## src/rtl/verinject_event_logger.sv

```systemverilog
// Multi-channel injector-state monitor: decodes reset-marker and bit-injection events,
// timestamps them, and queues them in a first-word-fall-through FIFO with drop/event counters.
module verinject_event_logger #(
  parameter int CHANNELS       = 4,
  parameter int STATE_WIDTH    = 32,
  parameter int CYCLE_WIDTH    = 48,
  parameter int DEPTH          = 16,
  parameter int COUNT_WIDTH    = 16,
  parameter int ENABLE_DISPLAY = 0,
  localparam int CW            = (CHANNELS > 1) ? $clog2(CHANNELS) : 1
) (
  input  logic                            clock,
  input  logic                            reset,
  input  logic [CYCLE_WIDTH-1:0]          cycle_number,
  input  logic [CHANNELS*STATE_WIDTH-1:0] verinject__injector_state,
  input  logic                            out_ready,
  output logic                            out_valid,
  output logic [CW-1:0]                   out_channel,
  output logic [CYCLE_WIDTH-1:0]          out_cycle,
  output logic [STATE_WIDTH-1:0]          out_bit,
  output logic                            out_is_reset,
  output logic [COUNT_WIDTH-1:0]          event_count,
  output logic [COUNT_WIDTH-1:0]          drop_count
);

  localparam int AW = $clog2(DEPTH);
  localparam logic [STATE_WIDTH-1:0] IDLE     = '1;
  localparam logic [STATE_WIDTH-1:0] RST_MARK = ~STATE_WIDTH'(1);

  logic [STATE_WIDTH-1:0] w_state [CHANNELS];
  logic [CHANNELS-1:0]    w_evt, w_mark, w_drained, w_drop;
  logic [COUNT_WIDTH:0]   w_drops, w_drop_sum;
  logic                   w_any, w_wr, w_rd;
  logic [CW-1:0]          w_sel;
  logic [AW:0]            w_count_next;

  logic [CHANNELS-1:0]    r_pend_valid, r_pend_reset;
  logic [STATE_WIDTH-1:0] r_pend_bit   [CHANNELS];
  logic [CYCLE_WIDTH-1:0] r_pend_cycle [CHANNELS];

  logic [CW-1:0]          r_mem_ch    [DEPTH];
  logic [CYCLE_WIDTH-1:0] r_mem_cycle [DEPTH];
  logic [STATE_WIDTH-1:0] r_mem_bit   [DEPTH];
  logic [DEPTH-1:0]       r_mem_reset;
  logic [AW-1:0]          r_wptr, r_rptr;
  logic [AW:0]            r_count;
  logic                   r_full;

  // Decode, lowest-index drain arbitration and per-channel drop detection.
  always_comb begin
    w_any = 1'b0;
    w_sel = '0;
    for (int c = CHANNELS - 1; c >= 0; c--) begin
      w_state[c] = verinject__injector_state[c*STATE_WIDTH +: STATE_WIDTH];
      w_evt[c]   = (w_state[c] != IDLE);
      w_mark[c]  = (w_state[c] == RST_MARK);
      if (r_pend_valid[c]) begin
        w_any = 1'b1;
        w_sel = CW'(c);
      end
    end
  end

  assign w_wr = w_any && !r_full;
  assign w_rd = out_valid && out_ready;

  always_comb begin
    w_drops = '0;
    for (int c = 0; c < CHANNELS; c++) begin
      w_drained[c] = w_wr && (w_sel == CW'(c));
      w_drop[c]    = w_evt[c] && r_pend_valid[c] && !w_drained[c];
      w_drops      = w_drops + {{COUNT_WIDTH{1'b0}}, w_drop[c]};
    end
  end

  assign w_drop_sum   = {1'b0, drop_count} + w_drops;
  assign w_count_next = r_count + {{AW{1'b0}}, w_wr} - {{AW{1'b0}}, w_rd};

  // NOTE: every clocked process uses <= so all registers update from the same pre-edge values.
  always_ff @(posedge clock or posedge reset) begin
    if (reset) begin
      r_pend_valid <= '0;
      r_pend_reset <= '0;
      for (int c = 0; c < CHANNELS; c++) begin
        r_pend_bit[c]   <= '0;
        r_pend_cycle[c] <= '0;
      end
    end else begin
      for (int c = 0; c < CHANNELS; c++) begin
        if (w_evt[c] && (!r_pend_valid[c] || w_drained[c])) begin
          r_pend_valid[c] <= 1'b1;
          r_pend_reset[c] <= w_mark[c];
          r_pend_bit[c]   <= w_mark[c] ? '0 : w_state[c];
          r_pend_cycle[c] <= cycle_number;
        end else if (w_drained[c]) begin
          r_pend_valid[c] <= 1'b0;
        end
      end
    end
  end

  // NOTE: the storage array has no reset; its contents are only observed through r_count.
  always_ff @(posedge clock) begin
    if (w_wr) begin
      r_mem_ch[r_wptr]    <= w_sel;
      r_mem_cycle[r_wptr] <= r_pend_cycle[w_sel];
      r_mem_bit[r_wptr]   <= r_pend_bit[w_sel];
      r_mem_reset[r_wptr] <= r_pend_reset[w_sel];
    end
  end

  always_ff @(posedge clock or posedge reset) begin
    if (reset) begin
      r_wptr      <= '0;
      r_rptr      <= '0;
      r_count     <= '0;
      r_full      <= 1'b0;
      event_count <= '0;
      drop_count  <= '0;
    end else begin
      r_wptr  <= r_wptr + AW'(w_wr);
      r_rptr  <= r_rptr + AW'(w_rd);
      r_count <= w_count_next;
      r_full  <= (w_count_next == (AW+1)'(DEPTH));
      if (w_wr && (event_count != '1))
        event_count <= event_count + 1'b1;
      drop_count <= w_drop_sum[COUNT_WIDTH] ? '1 : w_drop_sum[COUNT_WIDTH-1:0];
    end
  end

  // Head fields read as zero while empty so reset and idle look identical downstream.
  assign out_valid    = (r_count != '0);
  assign out_channel  = out_valid ? r_mem_ch[r_rptr]    : '0;
  assign out_cycle    = out_valid ? r_mem_cycle[r_rptr] : '0;
  assign out_bit      = out_valid ? r_mem_bit[r_rptr]   : '0;
  assign out_is_reset = out_valid && r_mem_reset[r_rptr];

`ifndef SYNTHESIS
  if (ENABLE_DISPLAY != 0) begin : g_display
    always @(posedge clock) begin
      if (!reset && w_wr) begin
        if (r_pend_reset[w_sel])
          $display("verinject-reset ch %d", w_sel);
        else
          $display("verinject: ch %d at cycle %d injected into bit %d",
                   w_sel, r_pend_cycle[w_sel], r_pend_bit[w_sel]);
      end
    end
  end
`endif

endmodule

```

## config.mk

```make
export PLATFORM = sky130hd
export DESIGN_NAME = verinject_event_logger
export DESIGN_NICKNAME = d
export VERILOG_FILES = /design/src/rtl/verinject_event_logger.sv
export SDC_FILE = /design/constraint.sdc
export NUM_CORES = 2
export LEC_CHECK = 0
export CORE_MARGIN = 3
export CORE_UTILIZATION = 50
export DETAILED_ROUTE_END_ITERATION = 6
export GPL_ROUTABILITY_DRIVEN = 0
export PLACE_DENSITY = 0.68
export SLEW_MARGIN = 5
export SYNTH_ARGS = -nofsm -noshare
export SYNTH_HDL_FRONTEND = slang
export SYNTH_SLANG_ARGS = --single-unit
```

## constraint.sdc

```tcl
create_clock -name clock -period 14.9 [get_ports clock]
set_input_delay 2.98 -clock clock [delete_from_list [all_inputs] [get_ports clock]]
set_output_delay 2.98 -clock clock [all_outputs]
set_load 0.005 [all_outputs]
```

# Word-level counts from Yosys, hierarchy flattened
# Memories as Yosys holds them, arrays and structs flattened.
# Cells that the tools add are included.
op_classes:
  addsub: 9
  magnitude_cmp: 5
  eq_ne: 13
  n_mux: 39
  n_bitwise: 1
  n_reduce_logical: 40
ops:
  columns: ["op", "n"]
  rows:
  - ["2-to-1 mux 32 bit", 7]
  - ["2-to-1 mux 48 bit", 3]
  - ["== test 32 bit, second input constant", 4]
  - ["!= test 32 bit, second input constant", 4]
  - ["binary-select mux 48 bit (select 2 bit)", 1]
  - ["binary-select mux 32 bit (select 2 bit)", 1]
  - ["logical AND 1 bit", 21]
  - ["adder 16 x 4 -> 17 bit", 1]
  - ["2-to-1 mux 1 bit", 17]
  - ["adder 16 x 1 -> 16 bit, second input constant", 1]
  - ["bitwise mux 16 bit", 1]
  - ["2-to-1 mux 16 bit", 1]
  - ["!= test 16 bit, second input constant", 1]
  - ["less-than comparator 4 x 5 -> 1 bit, second input constant", 2]
  - ["2-to-1 mux 2 bit", 5]
  - ["zero test 1 bit", 9]
  - ["adder 4 x 1 -> 4 bit", 2]
  - ["nonzero test 2 bit", 4]
  - ["adder 5 x 1 -> 5 bit", 1]
  - ["== test 5 bit, second input constant", 1]
  - ["nonzero test 5 bit", 1]
  - ["subtractor 5 x 1 -> 5 bit", 1]
  - ["adder 3 x 1 -> 4 bit", 1]
  - ["binary-select mux 1 bit (select 4 bit)", 1]
  - ["12 further kinds", 16]
word_totals:
  reg_bits: 390
  ramBits: 1312
  inputBits: 179
  out_inout_bits: 116
  word_cells: 133
  memories: 3
memory_table:
  columns: ["memory", "words", "word_bits", "read_ports", "rd_ports_with_merged_regs", "wr", "line_no", "text"]
  rows:
  - ["r_mem_cycle", 16, 48, 1, 0, 1, "42", "logic [CYCLE_WIDTH-1:0] r_mem_cycle [DEPTH];"]
  - ["r_mem_bit", 16, 32, 1, 0, 1, "43", "logic [STATE_WIDTH-1:0] r_mem_bit [DEPTH];"]
  - ["r_mem_ch", 16, 2, 1, 0, 1, "41", "logic [CW-1:0] r_mem_ch [DEPTH];"]

# Longest topological paths before layout
depth:
  depth_word: 13
  ltp_mapped: 13
  ltp_nobuf: 13

# Worst setup path after synthesis
# No wires, ideal clock.
synth_timing:
  kind: "reg-to-reg"
  startpoint: "register r_pend_valid[1]"
  endpoint: "memory r_mem_bit[2][0] (enable)"
  setup_time_ns: 0.626
  arrival_time_ns: 6.869
  required_ns: 14.274
  slack_ns: 7.405
  path_stages_with_launch: 6
  path_buffers: 1
  synth_period_minus_slack_ns: 7.495
  cell_sequence: "dfrtp_1 -> clkbuf_1 -> nor4_1 -> nor2_1 -> nand3b_1 -> nor3_1"
synth_between:
  elab_chain_cells: 5
synth_lines:
  columns: ["item", "line_no", "text"]
  rows:
  - ["start, declared", "37", "logic [CHANNELS-1:0] r_pend_valid, r_pend_reset;"]
  - ["start signal, assigned", "82", "r_pend_valid <= '0;"]
  - ["start signal, assigned by index", "91", "r_pend_valid[c] <= 1'b1;"]
  - ["start signal, assigned by index", "96", "r_pend_valid[c] <= 1'b0;"]
  - ["2-to-1 mux 1 bit (2 in series)", "57", "if (r_pend_valid[c]) begin"]
  - ["logical AND 1 bit", "64", "assign w_wr = w_any && !r_full;"]
  - ["2-to-1 mux 1 bit", "104", "if (w_wr) begin"]
  - ["2-to-1 mux 1 bit (implied by the code)", "107", "r_mem_bit[r_wptr] <= r_pend_bit[w_sel];"]
  - ["end, declared", "43", null]
# No other way between the ends.

# Worst setup path after layout
layout_timing:
  startpoint: "register r_rptr[0]"
  endpoint: "output port out_cycle[29]"
layout_between:
  elab_chain_cells: 2
layout_lines:
  columns: ["item", "line_no", "text"]
  rows:
  - ["start, declared", "45", "logic [AW-1:0] r_wptr, r_rptr;"]
  - ["start signal, assigned", "122", "r_rptr <= r_rptr + AW'(w_rd);"]
  - ["memory (16 x 48 bit)", null, null]
  - ["2-to-1 mux 48 bit", "134", "assign out_cycle = out_valid ? r_mem_cycle[r_rptr] : '0;"]
  - ["end, declared", "19", "output logic [CYCLE_WIDTH-1:0] out_cycle,"]
# No other way between the ends.

==> results.md <==
- Pwr per Cell Area: 191.9 nW/µm²
- Die width: approximately 370 µm
- Leak: 26.98 nW
- GRT Util Overall: 0.2510
- Crit path kind: reg2out
- Setup TNS: 0 ns
- Via density: 6.251
- Die Area: around 140000 µm²
- Ys Warns: 0
- Critical path buffers and inverters: 3
- Slowest stage delay, CP: between 0.9 and 1 ns
- Sequential cell area fraction in the yosys report: 0.7363
- TritonCTS buffer count: 171
- CTS Root Buffer Type: clkbuf_16
- Pint: 0.01024 W
- Slew HR: 0.1471
- Setup Buffers After CTS: 0
- CTS sink count: 1702
- CORE AREA: ~130000 µm²
- Finished Layout Cells: about 5800
- FP Rows: 133
- Cells along the critical path: buf_4 > buf_4 > mux2i_1 > o21ai_0 > a21oi_1 > o32ai_1 > clkdlybuf4s50_1
- Routed wire length: roughly 170000 µm
- Io pins: 295
- Clock Skew: 0.02378 ns
- Largest net degree at the start of global routing: 117
- Initial Util: 0.5061
- CTS resizes: 0
- Synth Instances: 3544
- TritonCTS clock tree: done
- Hold Fails Final Rpt: 0
- Layout cell share with drive strength beyond 1: 0.2041
- Dpl cells: 5456
- Vias after detailed routing: 36100
- Area contributors post-synth: edfxtp_1 60%, dfrtp_1 14%, mux4_2 9.2%
- Final setup violation count: 0
- Area fraction of the dominant cell type after synthesis: 0.5964
- Clock power frac: 0.278
- Fin nets: 4069
- Prevailing post-synth register cell: edfxtp_1
- Hold Buf Count CTS: 0
- H-tree Lvls: 4
- Grt ovf: 0
- Switch share: 0.3095
- RSZ-0062 raised after global routing: false
- Pins over their slew limit: 0
- Failing checks: design-rule violations
- CP required: about 12 ns
- DRC viols: 1
- DRT Pass-1 Iters: 7
- Clock Latency Late Sink: around 0.80 ns
- Final Critical Period: 8.080 ns
- DR iter-0 viols: 4170
- Combinational Power Share: 0.298
- Sequential group share of total power: 0.424
- Final worst-path cycle share: 0.5423
- Synth Area per Inst: 18.87 µm²
- Fmax: 123.8 MHz
- # fillers: 9773
- Clk slew on worst S/H paths: approximately 0.060 ns
- Most used cell, CP: buf_4
- Syn Std Cell Area: 66870 µm²
- Antenna violations before repair: 9
- Worst path slowest cell: buf_4
- Worst Path Arrival: a little over 5 ns
- Hold Path Class: reg2reg
- Max Root-Sink Buffers: 3
- Critical Path Fanout Max: between 50 and 60
- Net load switching power: 0.004589 W
- Post-DRT Antenna Nets: 0
- EDFF count, synth: 1328
- Synth cell types: 53
- Ys async rst share: 0.2197
- DP HPWL: 96600 µm
- Layout area overhead: 15.56%
- Worst Setup End Kind: output port
- Top Family by Delay on Critical Path: buffers and inverters
- Routed wire length per instance: between 20 and 30 µm
- Status: finished with violations
- Least-Margin Pin Slew: 1.275 ns
- I/O Buffers: 294
- Critical path launch point type: register
- Chip height: 371.7 µm
- Max-cap viol count: 0
- Number of global-route vias before repair: 36520
- First-pass GRT wire length: 250300 µm
- Count leader, synth: edfxtp_1
- Mapped Nets: roughly 3700
- Peak supply drop: 133.8 µV
- Pwr Total: 0.01483 W
- Top cells by count, synth: 1328 x edfxtp_1, 374 x dfrtp_1, 274 x mux4_2
- Cell taking the most area after synthesis: edfxtp_1
- Count of state elements after synthesis: 1702
logic make-up after synthesis:
kind of cell,share of synthesized area
AOI/OAI and AO/OA,0.05157
and+or+nand+nor,0.02655
adders and majority gates,0.003443
DFF,0.7363
xor gates and xnor gates,0.003799
muxes,0.1629
buffers and inverters,0.01536
routing by layer:
metal / vias up / wire length [µm] / GRT usage
met4: 4 / 3719 / 0.06217
li1: 15140 / - / -
met1: 19150 / 70920 / 0.3581
met5: - / 34 / 0
met2: 1576 / 82150 / 0.3986
met3: 240 / 14750 / 0.05348
through the flow:
stage / util / hold WS (ns) / worst slack (ns) / area (µm²)
2_1_floorplan: - / 0.4589 / 1.533 / 66870
6_report: 0.5848 / 0.4971 / 6.820 / 77270
3_3_place_gp: 0.5441 / 0.4774 / 7.041 / 71890
5_1_grt: 0.5848 / 0.5141 / 6.483 / 77270
4_1_cts: 0.5848 / 0.4917 / 6.680 / 77270
3_5_place_dp: 0.5441 / 0.4784 / 7.016 / 71890
final timing paths:
path / slack, ns / to / startpoint / cells after the start
setup / recovery: 6.82 / out_cycle[29] / r_rptr[0] / 7
hold / removal: 0.50 / r_pend_bit[64] / r_pend_bit[64] / 1
setup reg to reg: 10.38 / r_mem_cycle[11][5] / r_pend_valid[0] / 6
hold reg to reg: 0.50 / r_pend_bit[64] / r_pend_bit[64] / 1
max in group asynchronous: 9.87 / r_pend_bit[25] / reset / 4
min in group asynchronous: 2.71 / r_pend_bit[98] / reset / 2
power groups by stage:
stage | registers (W) | clock network (W) | logic [W]
3_3_place_gp | 0.00634 | 0 | 0.00444
3_5_place_dp | 0.00637 | 0 | 0.00447
6_report | 0.00628 | 0.00413 | 0.00442
2_1_floorplan | 0.00631 | 0 | 0.00266
5_1_grt | 0.00634 | 0.00438 | 0.00472
4_1_cts | 0.00628 | 0.00419 | 0.00449
sequential cells by signal, summed over array words and instances, names as in the netlist, 5 cells and up:
name	cells
r_pend_bit	128
r_mem_ch	32
event_count	16
r_count	5
r_mem_bit	512
r_mem_reset	16
r_mem_cycle	768
r_pend_cycle	192
drop_count	16
placed cells by master, fill, tap and decap left out, types with 20 or more instances in the layout:
master,count
edfxtp_1,1328
dfrtp_1,371
clkdlybuf4s50_1,294
mux4_2,274
mux2i_1,248
nand2_1,234
mux2_2,199
clkbuf_16,174
a22o_1,124
o21ai_0,95
a222oi_1,81
buf_4,75
o22ai_1,54
clkbuf_1,53
nand4_1,39
a21oi_1,33
clkinv_1,33
o32ai_1,29
clkinv_2,23
xnor2_1,21
inv_1,20
layout make-up:
type / instances / area (µm²) / share of cell area
inverter: 23 / 103.9 / 0.001344
sequential: 1702 / 49250 / 0.6373
tap: 1755 / 2196 / 0.02842
timing repair buffer: 370 / 3526 / 0.04563
clock inverter: 78 / 653.1 / 0.008452
antenna: 3 / 7.507 / 0.00009715
multi-input combinational: 1606 / 16820 / 0.2177
clock buffer: 239 / 4718 / 0.06106
Power figures use the tool's default switching activity.
